### config.mk
export PLATFORM = sky130hd
export DESIGN_NAME = b_to_f_ctrl_flat
export DESIGN_NICKNAME = d
export VERILOG_FILES = /design/src/rtl/b_to_f_ctrl_if.sv /design/src/rtl/b_to_f_ctrl.sv /design/src/flat_wrapper.sv
export SDC_FILE = /design/constraint.sdc
export NUM_CORES = 1
export LEC_CHECK = 0
export ABC_CLOCK_PERIOD_IN_PS = 4000
export CAP_MARGIN = 10
export CORE_ASPECT_RATIO = 0.7
export CORE_UTILIZATION = 50
export DETAILED_ROUTE_END_ITERATION = 16
export PLACE_DENSITY = 0.91
export RECOVER_POWER = 25
export SYNTH_ARGS = -nofsm -noshare
export SYNTH_HDL_FRONTEND = slang
export SYNTH_SLANG_ARGS = --single-unit
### constraint.sdc
create_clock -name clk -period 4 [get_ports clk]
set_clock_uncertainty 0.2 [all_clocks]
set_input_delay 0.6 -clock clk [delete_from_list [all_inputs] [get_ports clk]]
set_output_delay 0.6 -clock clk [all_outputs]
set_load 0.01 [all_outputs]
### src/rtl/b_to_f_ctrl_if.sv
// Handshake and operand bundle between the F(B) sequencer and the frequency calculator.
// The master side is the sequencer; the slave side is the calculator.
interface b_to_f_ctrl_if;
    logic        calc_start;
    logic [31:0] calc_b_field;
    logic [31:0] calc_a;
    logic [31:0] calc_b;
    logic [31:0] calc_c;
    logic [7:0]  calc_k;
    logic        calc_ready;
    logic [31:0] calc_freq;

    modport master (
        output calc_start, calc_b_field, calc_a, calc_b, calc_c, calc_k,
        input  calc_ready, calc_freq
    );

    modport slave (
        input  calc_start, calc_b_field, calc_a, calc_b, calc_c, calc_k,
        output calc_ready, calc_freq
    );
endinterface

### src/rtl/b_to_f_ctrl.sv
// Sequencer for the F(B) calculator: triggers, B snapshot, coefficient shadowing,
// start/ready handshake, result publishing and watchdog supervision.
module b_to_f_ctrl #(
    parameter int unsigned PERIOD_W = 16,
    parameter int unsigned TIMEOUT  = 64,
    parameter logic [31:0] A_DEF    = 32'd937546000,
    parameter logic [31:0] B_DEF    = 32'd867339,
    parameter logic [31:0] C_DEF    = 32'd436224,
    parameter logic [7:0]  K_DEF    = 8'd1
) (
    input  logic                clk,
    input  logic                reset,
    input  logic                enable,
    input  logic [PERIOD_W-1:0] period,
    input  logic                manual_req,
    input  logic [31:0]         b_field,
    input  logic [31:0]         coef_a,
    input  logic [31:0]         coef_b,
    input  logic [31:0]         coef_c,
    input  logic [7:0]          coef_k,
    input  logic                coef_wr,
    input  logic                clear_err,
    b_to_f_ctrl_if.master       calc,
    output logic [31:0]         freq,
    output logic                freq_valid,
    output logic                busy,
    output logic                timeout_err,
    output logic [15:0]         overrun_cnt
);

    localparam int unsigned WdW = $clog2(TIMEOUT + 1);

    typedef enum logic [1:0] {StIdle, StLaunch, StWait, StDone} state_e;

    typedef struct packed {
        logic [31:0] a;
        logic [31:0] b;
        logic [31:0] c;
        logic [7:0]  k;
    } coef_t;

    localparam coef_t CoefDef = '{a: A_DEF, b: B_DEF, c: C_DEF, k: K_DEF};

    state_e              state_q, state_d;
    logic [PERIOD_W-1:0] cnt_q, cnt_d;
    logic                tick_pend_q, tick_pend_d;
    logic                man_pend_q, man_pend_d;
    logic                coef_pend_q, coef_pend_d;
    coef_t               shadow_q, shadow_d;
    coef_t               active_q, active_d;
    logic [31:0]         b_lat_q, b_lat_d;
    logic                calc_start_q, calc_start_d;
    logic [WdW-1:0]      wd_q, wd_d;
    logic                ready_q, ready_d;
    logic [31:0]         freq_q, freq_d;
    logic                freq_valid_q, freq_valid_d;
    logic                err_q, err_d;
    logic [15:0]         overrun_q, overrun_d;

    logic tick, launch, apply, timeout;

    always_comb begin
        state_d      = state_q;
        b_lat_d      = b_lat_q;
        calc_start_d = 1'b0;
        wd_d         = wd_q;
        freq_d       = freq_q;
        freq_valid_d = 1'b0;
        launch       = 1'b0;
        apply        = 1'b0;
        timeout      = 1'b0;

        tick  = enable && (cnt_q == period);
        cnt_d = (!enable || tick) ? '0 : cnt_q + PERIOD_W'(1);

        case (state_q)
            StIdle: begin
                // A pending coefficient load takes the cycle; any launch waits one more.
                if (coef_pend_q) begin
                    apply = 1'b1;
                end else if (tick_pend_q || man_pend_q) begin
                    launch       = 1'b1;
                    b_lat_d      = b_field;
                    calc_start_d = 1'b1;
                    state_d      = StLaunch;
                end
            end
            StLaunch: begin
                wd_d    = '0;
                state_d = StWait;
            end
            StWait: begin
                if (calc.calc_ready && !ready_q) begin
                    freq_d       = calc.calc_freq;
                    freq_valid_d = 1'b1;
                    state_d      = StDone;
                end else if (wd_q == WdW'(TIMEOUT - 1)) begin
                    timeout = 1'b1;
                    state_d = StIdle;
                end else begin
                    wd_d = wd_q + WdW'(1);
                end
            end
            StDone: state_d = StIdle;
            default: state_d = StIdle;
        endcase

        // New requests win over the clear issued by a launch in the same cycle.
        tick_pend_d = tick | (tick_pend_q & ~launch);
        man_pend_d  = manual_req | (man_pend_q & ~launch);
        overrun_d   = (tick && tick_pend_q && overrun_q != 16'hFFFF) ? overrun_q + 16'd1
                                                                      : overrun_q;

        shadow_d    = coef_wr ? coef_t'{a: coef_a, b: coef_b, c: coef_c, k: coef_k} : shadow_q;
        coef_pend_d = coef_wr | (coef_pend_q & ~apply);
        active_d    = apply ? shadow_q : active_q;

        err_d   = timeout | (err_q & ~clear_err);
        ready_d = calc.calc_ready;
    end

    always_ff @(posedge clk) begin
        if (reset) begin
            state_q      <= StIdle;
            cnt_q        <= '0;
            tick_pend_q  <= 1'b0;
            man_pend_q   <= 1'b0;
            coef_pend_q  <= 1'b0;
            shadow_q     <= CoefDef;
            active_q     <= CoefDef;
            b_lat_q      <= '0;
            calc_start_q <= 1'b0;
            wd_q         <= '0;
            ready_q      <= 1'b0;
            freq_q       <= '0;
            freq_valid_q <= 1'b0;
            err_q        <= 1'b0;
            overrun_q    <= '0;
        end else begin
            state_q      <= state_d;
            cnt_q        <= cnt_d;
            tick_pend_q  <= tick_pend_d;
            man_pend_q   <= man_pend_d;
            coef_pend_q  <= coef_pend_d;
            shadow_q     <= shadow_d;
            active_q     <= active_d;
            b_lat_q      <= b_lat_d;
            calc_start_q <= calc_start_d;
            wd_q         <= wd_d;
            ready_q      <= ready_d;
            freq_q       <= freq_d;
            freq_valid_q <= freq_valid_d;
            err_q        <= err_d;
            overrun_q    <= overrun_d;
        end
    end

    assign calc.calc_start   = calc_start_q;
    assign calc.calc_b_field = b_lat_q;
    assign calc.calc_a       = active_q.a;
    assign calc.calc_b       = active_q.b;
    assign calc.calc_c       = active_q.c;
    assign calc.calc_k       = active_q.k;

    assign freq        = freq_q;
    assign freq_valid  = freq_valid_q;
    assign busy        = (state_q != StIdle);
    assign timeout_err = err_q;
    assign overrun_cnt = overrun_q;

endmodule

### src/flat_wrapper.sv
// flat-port wrapper written by rule: the top's interface ports become plain ports
module b_to_f_ctrl_flat 
#(
    parameter int unsigned PERIOD_W = 16,
    parameter int unsigned TIMEOUT  = 64,
    parameter logic [31:0] A_DEF    = 32'd937546000,
    parameter logic [31:0] B_DEF    = 32'd867339,
    parameter logic [31:0] C_DEF    = 32'd436224,
    parameter logic [7:0]  K_DEF    = 8'd1
)
  (clk, reset, enable, period, manual_req, b_field, coef_a, coef_b, coef_c, coef_k, coef_wr, clear_err, freq, freq_valid, busy, timeout_err, overrun_cnt, calc_calc_start, calc_calc_b_field, calc_calc_a, calc_calc_b, calc_calc_c, calc_calc_k, calc_calc_ready, calc_calc_freq);
  b_to_f_ctrl_if calc_i ();
  input  logic clk;
  input  logic reset;
  input  logic enable;
  input  logic [PERIOD_W-1:0] period;
  input  logic manual_req;
  input  logic [31:0] b_field;
  input  logic [31:0] coef_a;
  input  logic [31:0] coef_b;
  input  logic [31:0] coef_c;
  input  logic [7:0] coef_k;
  input  logic coef_wr;
  input  logic clear_err;
  output logic [31:0] freq;
  output logic freq_valid;
  output logic busy;
  output logic timeout_err;
  output logic [15:0] overrun_cnt;
  output wire logic [$bits(calc_i.calc_start)-1:0] calc_calc_start;
  output wire logic [$bits(calc_i.calc_b_field)-1:0] calc_calc_b_field;
  output wire logic [$bits(calc_i.calc_a)-1:0] calc_calc_a;
  output wire logic [$bits(calc_i.calc_b)-1:0] calc_calc_b;
  output wire logic [$bits(calc_i.calc_c)-1:0] calc_calc_c;
  output wire logic [$bits(calc_i.calc_k)-1:0] calc_calc_k;
  input wire logic [$bits(calc_i.calc_ready)-1:0] calc_calc_ready;
  input wire logic [$bits(calc_i.calc_freq)-1:0] calc_calc_freq;
  assign calc_calc_start = calc_i.calc_start;
  assign calc_calc_b_field = calc_i.calc_b_field;
  assign calc_calc_a = calc_i.calc_a;
  assign calc_calc_b = calc_i.calc_b;
  assign calc_calc_c = calc_i.calc_c;
  assign calc_calc_k = calc_i.calc_k;
  assign calc_i.calc_ready = calc_calc_ready;
  assign calc_i.calc_freq = calc_calc_freq;
  b_to_f_ctrl #(.PERIOD_W(PERIOD_W), .TIMEOUT(TIMEOUT), .A_DEF(A_DEF), .B_DEF(B_DEF), .C_DEF(C_DEF), .K_DEF(K_DEF)) u_core (.clk(clk), .reset(reset), .enable(enable), .period(period), .manual_req(manual_req), .b_field(b_field), .coef_a(coef_a), .coef_b(coef_b), .coef_c(coef_c), .coef_k(coef_k), .coef_wr(coef_wr), .clear_err(clear_err), .calc(calc_i), .freq(freq), .freq_valid(freq_valid), .busy(busy), .timeout_err(timeout_err), .overrun_cnt(overrun_cnt));
endmodule
* Word level (Yosys, flattened, before mapping)
Cells that the tools add are included.
Operators by class: reductions and logical operators 17, bitwise logic cells 13, mux-type cells 17, shift-type cells 0, equal/unequal tests 11, magnitude comparators 0, multiply operators 0, add/subtract/negate cells 3, div/mod/pow operators 0
Operators by type and width (count):
- adder 16 x 1 -> 16 bit, second input constant | 2
- == test 16 bit | 1
- != test 16 bit, second input constant | 1
- two-way mux 7 bit | 2
- one-hot mux 7 bit (2 select lines) | 1
- two-way mux 1 bit | 9
- AND reduction 3 bit | 3
- two-way mux 2 bit | 4
- one-hot mux 2 bit (4 select lines) | 1
- adder 7 x 1 -> 7 bit, second input constant | 1
- == test 7 x 6 -> 1 bit, second input constant | 1
- != test 2 bit, second input constant | 3
- inverter 1 bit | 5
- bitwise AND 1 bit | 4
- == test 2 bit, second input constant | 2
- logical AND 1 bit | 4
- OR 1 bit | 4
- nonzero test 2 bit | 2
- OR reduction 2 bit | 2
- != test 3 x 1 -> 1 bit, second input constant | 1
- == test 2 x 1 -> 1 bit, second input constant | 1
- logical NOT 1 bit | 2
- logical NOT 2 bit | 1
- logical OR 1 bit | 2
- 2 further kinds | 2
Word-level totals: bits in writable memories 0, memories 0, bits in latches 0, memory bits (read-only) 0, bits in registers 320, bits of input ports 191, output and inout port bits 188

* Depth between registers and ports, before layout
depth after elaboration 7, depth in mapped cells 8

* Least setup slack after synthesis
OpenSTA, ideal clock, no wires.
path type input-to-reg, from in period[8], to reg u_core.overrun_q[11], in the netlist u_core.overrun_cnt[11], slack 1.795 ns, data arrival time 1.882 ns, buffers on the path 1, stages 6, cell sequence xor2_1 > nor4_1 > nand4_1 > buf_2 > nor4_1 > mux2_1
Between the ends: cells in the longest elaborated chain, start to end 4
Ends and longest elaborated chain:
- start, declared | line flat_wrapper.sv:16 | input logic [PERIOD_W-1:0] period;
- == test 16 bit | line b_to_f_ctrl.sv:73 | tick = enable && (cnt_q == period);
- logical AND 1 bit | line b_to_f_ctrl.sv:73
- logical AND 1 bit (2 in series) | line b_to_f_ctrl.sv:111 | overrun_d = (tick && tick_pend_q && overrun_q != 16'hFFFF) ? overrun_q + 16'd1
- end signal, assigned | line b_to_f_ctrl.sv:154 | overrun_q <= overrun_d;
- end, declared | line b_to_f_ctrl.sv:58 | logic [15:0] overrun_q, overrun_d;
Every way passes these cells. A chain may end at the register's enable or synchronous reset.

* Worst setup path in the final report
from in reset, to reg u_core.shadow_q[99] in the netlist's numbering
RTL lines:
- start, declared | line flat_wrapper.sv:14 | input logic reset;
- end signal, assigned | line b_to_f_ctrl.sv:129 | shadow_q <= CoefDef;
- end signal, assigned | line b_to_f_ctrl.sv:145 | shadow_q <= shadow_d;
- end, declared | line b_to_f_ctrl.sv:49 | coef_t shadow_q, shadow_d;
No word-level cell between the ends.

==> run metrics <==
fraction of registers with async set/reset 0%; PortBufs 378; DRT Wirelength 33400 um; DP HPWL 22300 um; drt pass-1 iters 5; I/O pin count 379; Synth Flop Type dfxtp_1; Num CTS Buffers 29; Max Clk Rate 323 MHz; worst r2r src u_core.cnt_q[1]; Nets 1869; drt drc 0; design area 0.0167 sq mm; PD cells 470 mW/mm^2; Reg2Reg Capture Point u_core.overrun_cnt[15]; DIE WIDTH 186 um; maxcap violations 1; initial core utilization 51.5%; routed vias 10600; path type of the worst setup path primary input to flip-flop; crit path DAT 3280 ps; number of library cell types mapped by synthesis 41; sw frac 26.8%; Synth Cell Area 0.0118 sq mm; final hold viol count 0; Final period util 77.3%; DP Area 0.0157 sq mm; Worst Setup Start Kind primary input; flop2flop setup slack 1650 ps; setup repair bufs after CTS 0; Total GRT Usage 25.9%; static leakage 6.34 nW; post-CTS resize count 0; Slowest Stage Delay on Critical Path 1600 ps; GP Congestion 0.885; register area share after synthesis 54.3%; Hold Path Class flip-flop to flip-flop; initial antenna violation count 1; critical path data required time 4190 ps; worst-margin pin slew 2390 ps; Warnings, synthesis 0; Worst-Skew Late Latency 550 ps; grt total ovfl 0; crit path from reset; RSZ-0062 raised after global routing no; largest net degree at the start of global routing 122; Root Buffer clkbuf_16; register area 0.00641 sq mm; Post-Syn Instances 1342; Logic pwr share 18.9%; clock sink total 320; worst r2r path cells 6; Reg power frac 45.3%; Crit. End Element flip-flop; Area Growth Syn to Fin 41.7%; num rows 46; #FFs+latches synth 320; VDD IR max 0.401 mV; Net Count, Synth 1538; filler cell count in the final layout 1592; post-route setup TNS 0 ps; antenna cells 0; cts hold-fix bufs 0; vias in the first global route 10100; Worst Path Max Fanout 118; CTS tree built; NetSw 2.10 mW; CTS clock-pin slew for the worst setup and hold paths 70 ps; area of the core 0.0229 sq mm; Final Max Slew Viols 118; Slowest-stage cell, CP clkbuf_2; Die ar. 0.0242 sq mm; Multi-input gate area 0.00500 sq mm; WL/cell 16.7 um; Detailed Route Iter0 Violations 605; synthesized area per cell 8.78 sq um; Clock Path Buffers 3; Clk network pwr share 35.8%; Int Power 5.76 mW; Slew HR -59.1%; failing checks capacitance limit, slew limit; first-pass GRT wire length 50500 um; Vias/cell 5.27; number of synthesized flops with an enable pin 0; minimum clock period 3090 ps; die height 130 um; H-tree Lvls 1; critical-path cell list clkbuf_2 > buf_4 > nor2_1; final setup vio count 0; Antenna Nets Post-Route 0; worst setup path endpoint u_core.shadow_q[99]; status finished with violations; share of layout cells above drive strength 1 3.96%
## cell type report
class | count | share of cell area, %
clock buffer | 44 | 5.22
multi-input combinational | 921 | 29.9
sequential | 320 | 38.4
inverter | 11 | 0.247
timing repair buffer | 390 | 23.4
clock inverter | 7 | 0.547
tap | 312 | 2.34
## cells in the mapped netlist (2+ instances only)
| library cell | n | area (sq um) |
|---|---|---|
| a311oi_1 | 2 | 17.5 |
| and3_1 | 3 | 18.8 |
| nand4_1 | 8 | 50.1 |
| dfxtp_1 | 320 | 6410 |
| mux2_1 | 3 | 33.8 |
| nor2_1 | 113 | 424 |
| nor4_1 | 7 | 43.8 |
| buf_1 | 12 | 45.0 |
| ha_1 | 5 | 62.6 |
| a2bb2oi_1 | 2 | 17.5 |
| nor3_1 | 3 | 15.0 |
| or4_1 | 11 | 82.6 |
| a32oi_1 | 2 | 17.5 |
| and4_2 | 2 | 20.0 |
| a21oi_1 | 155 | 776 |
| o21ai_0 | 3 | 15.0 |
| nand3b_1 | 33 | 248 |
| and4_1 | 4 | 35.0 |
| o31ai_1 | 10 | 75.1 |
| xor2_1 | 24 | 210 |
| clkbuf_1 | 69 | 259 |
| xnor2_1 | 9 | 78.8 |
| nor2b_1 | 34 | 213 |
| nand2_1 | 350 | 1310 |
| or3_1 | 2 | 12.5 |
| a21o_1 | 2 | 15.0 |
| nand3_1 | 14 | 70.1 |
| and2_1 | 4 | 25.0 |
| nand2b_1 | 4 | 25.0 |
| mux2i_1 | 75 | 751 |
| a211o_1 | 30 | 263 |
| buf_2 | 8 | 40.0 |
| inv_1 | 11 | 41.3 |
## kinds of logic after synthesis
logic type               synth area share (%)
AO/OA/AOI/OAI                            10.4
XOR/XNOR                                 2.45
adder cells (fa/ha/maj)                 0.531
buffers and inverters                    3.36
flip-flops                               54.3
multiplexers                             6.66
AND/OR/NAND/NOR                          22.2
## registers in the layout, indices dropped and copies added (netlist names), 2 cells and up
signal and count:
u_core.calc.calc_a 32, u_core.calc.calc_b 32, u_core.calc.calc_b_field 32, u_core.calc.calc_c 32, u_core.calc.calc_k 8, u_core.cnt_q 16, u_core.freq 32, u_core.overrun_cnt 16
u_core.shadow_q 104, u_core.state_q 2, u_core.wd_q 7
## layer usage
layer | vias up | routed length (um) | track usage (%) | part of all wire (%)
met4 | 2 | 957 | 8.07 | 2.9
met5 | - | 13 | 0 | 0.039
met3 | 71 | 3280 | 9.23 | 9.8
met2 | 388 | 16000 | 45.2 | 48
met1 | 4977 | 13200 | 29.8 | 40
li1 | 5120 | - | - | -
## critical path: cells and delay by family
family | cells | cell delay [ps]
buffers and inverters | 2 | 2400
AND/OR/NAND/NOR | 1 | 140
## per-stage QoR
stage | total power, mW | instances | worst slack (ps) | util, % | hold WS, ps
6_report | 7.86 | 2005 | 908 | 72.9 | 251
5_1_grt | 8.17 | 2005 | 728 | 72.9 | 269
4_1_cts | 7.89 | 2004 | 1200 | 72.9 | 250
3_5_place_dp | 5.08 | 1953 | 1110 | 68.7 | 244
3_3_place_gp | 5.03 | 1953 | 1120 | 68.7 | 234
2_1_floorplan | 4.34 | 1342 | 1790 | - | 229
## power groups by stage
stage	Combinational [mW]	Sequential (mW)	Clock, mW
after floorplan	0.659	3.68	0
after global placement	1.42	3.61	0
after detailed placement	1.46	3.62	0
after CTS	1.48	3.56	2.85
after global routing	1.61	3.58	2.98
final	1.48	3.56	2.81
## how the worst min path moves through the flow
stage                                      start                     end  slack (ps)  cells past startpoint
after floorplan              u_core.shadow_q[84]  u_core.calc.calc_a[12]         230                      2
after global placement       u_core.shadow_q[63]  u_core.calc.calc_b[23]         230                      2
after detailed placement     u_core.shadow_q[48]   u_core.calc.calc_b[8]         240                      2
after CTS                    u_core.shadow_q[66]  u_core.calc.calc_b[26]         250                      2
after global routing      u_core.calc.calc_b[26]  u_core.calc.calc_b[26]         270                      2
final                        u_core.shadow_q[66]  u_core.calc.calc_b[26]         250                      2
## cell usage in the layout, fill, tap and decap left out, types with 4 or more instances in the layout
master,Yosys,final
nand2_1,350,349
nor4_1,7,7
nand2b_1,4,4
clkbuf_8,0,9
ha_1,5,5
nor2_1,113,111
mux2i_1,75,75
nand3b_1,33,33
xnor2_1,9,9
nand4_1,8,8
inv_1,11,11
o31ai_1,10,10
or4_1,11,11
nand3_1,14,14
dfxtp_1,320,320
buf_4,0,9
a21oi_1,155,155
clkbuf_16,0,29
a211o_1,30,30
clkdlybuf4s50_1,0,376
nor2b_1,34,34
clkbuf_1,69,6
xor2_1,24,24
and4_1,4,4
(Power assumes the default switching activity.)
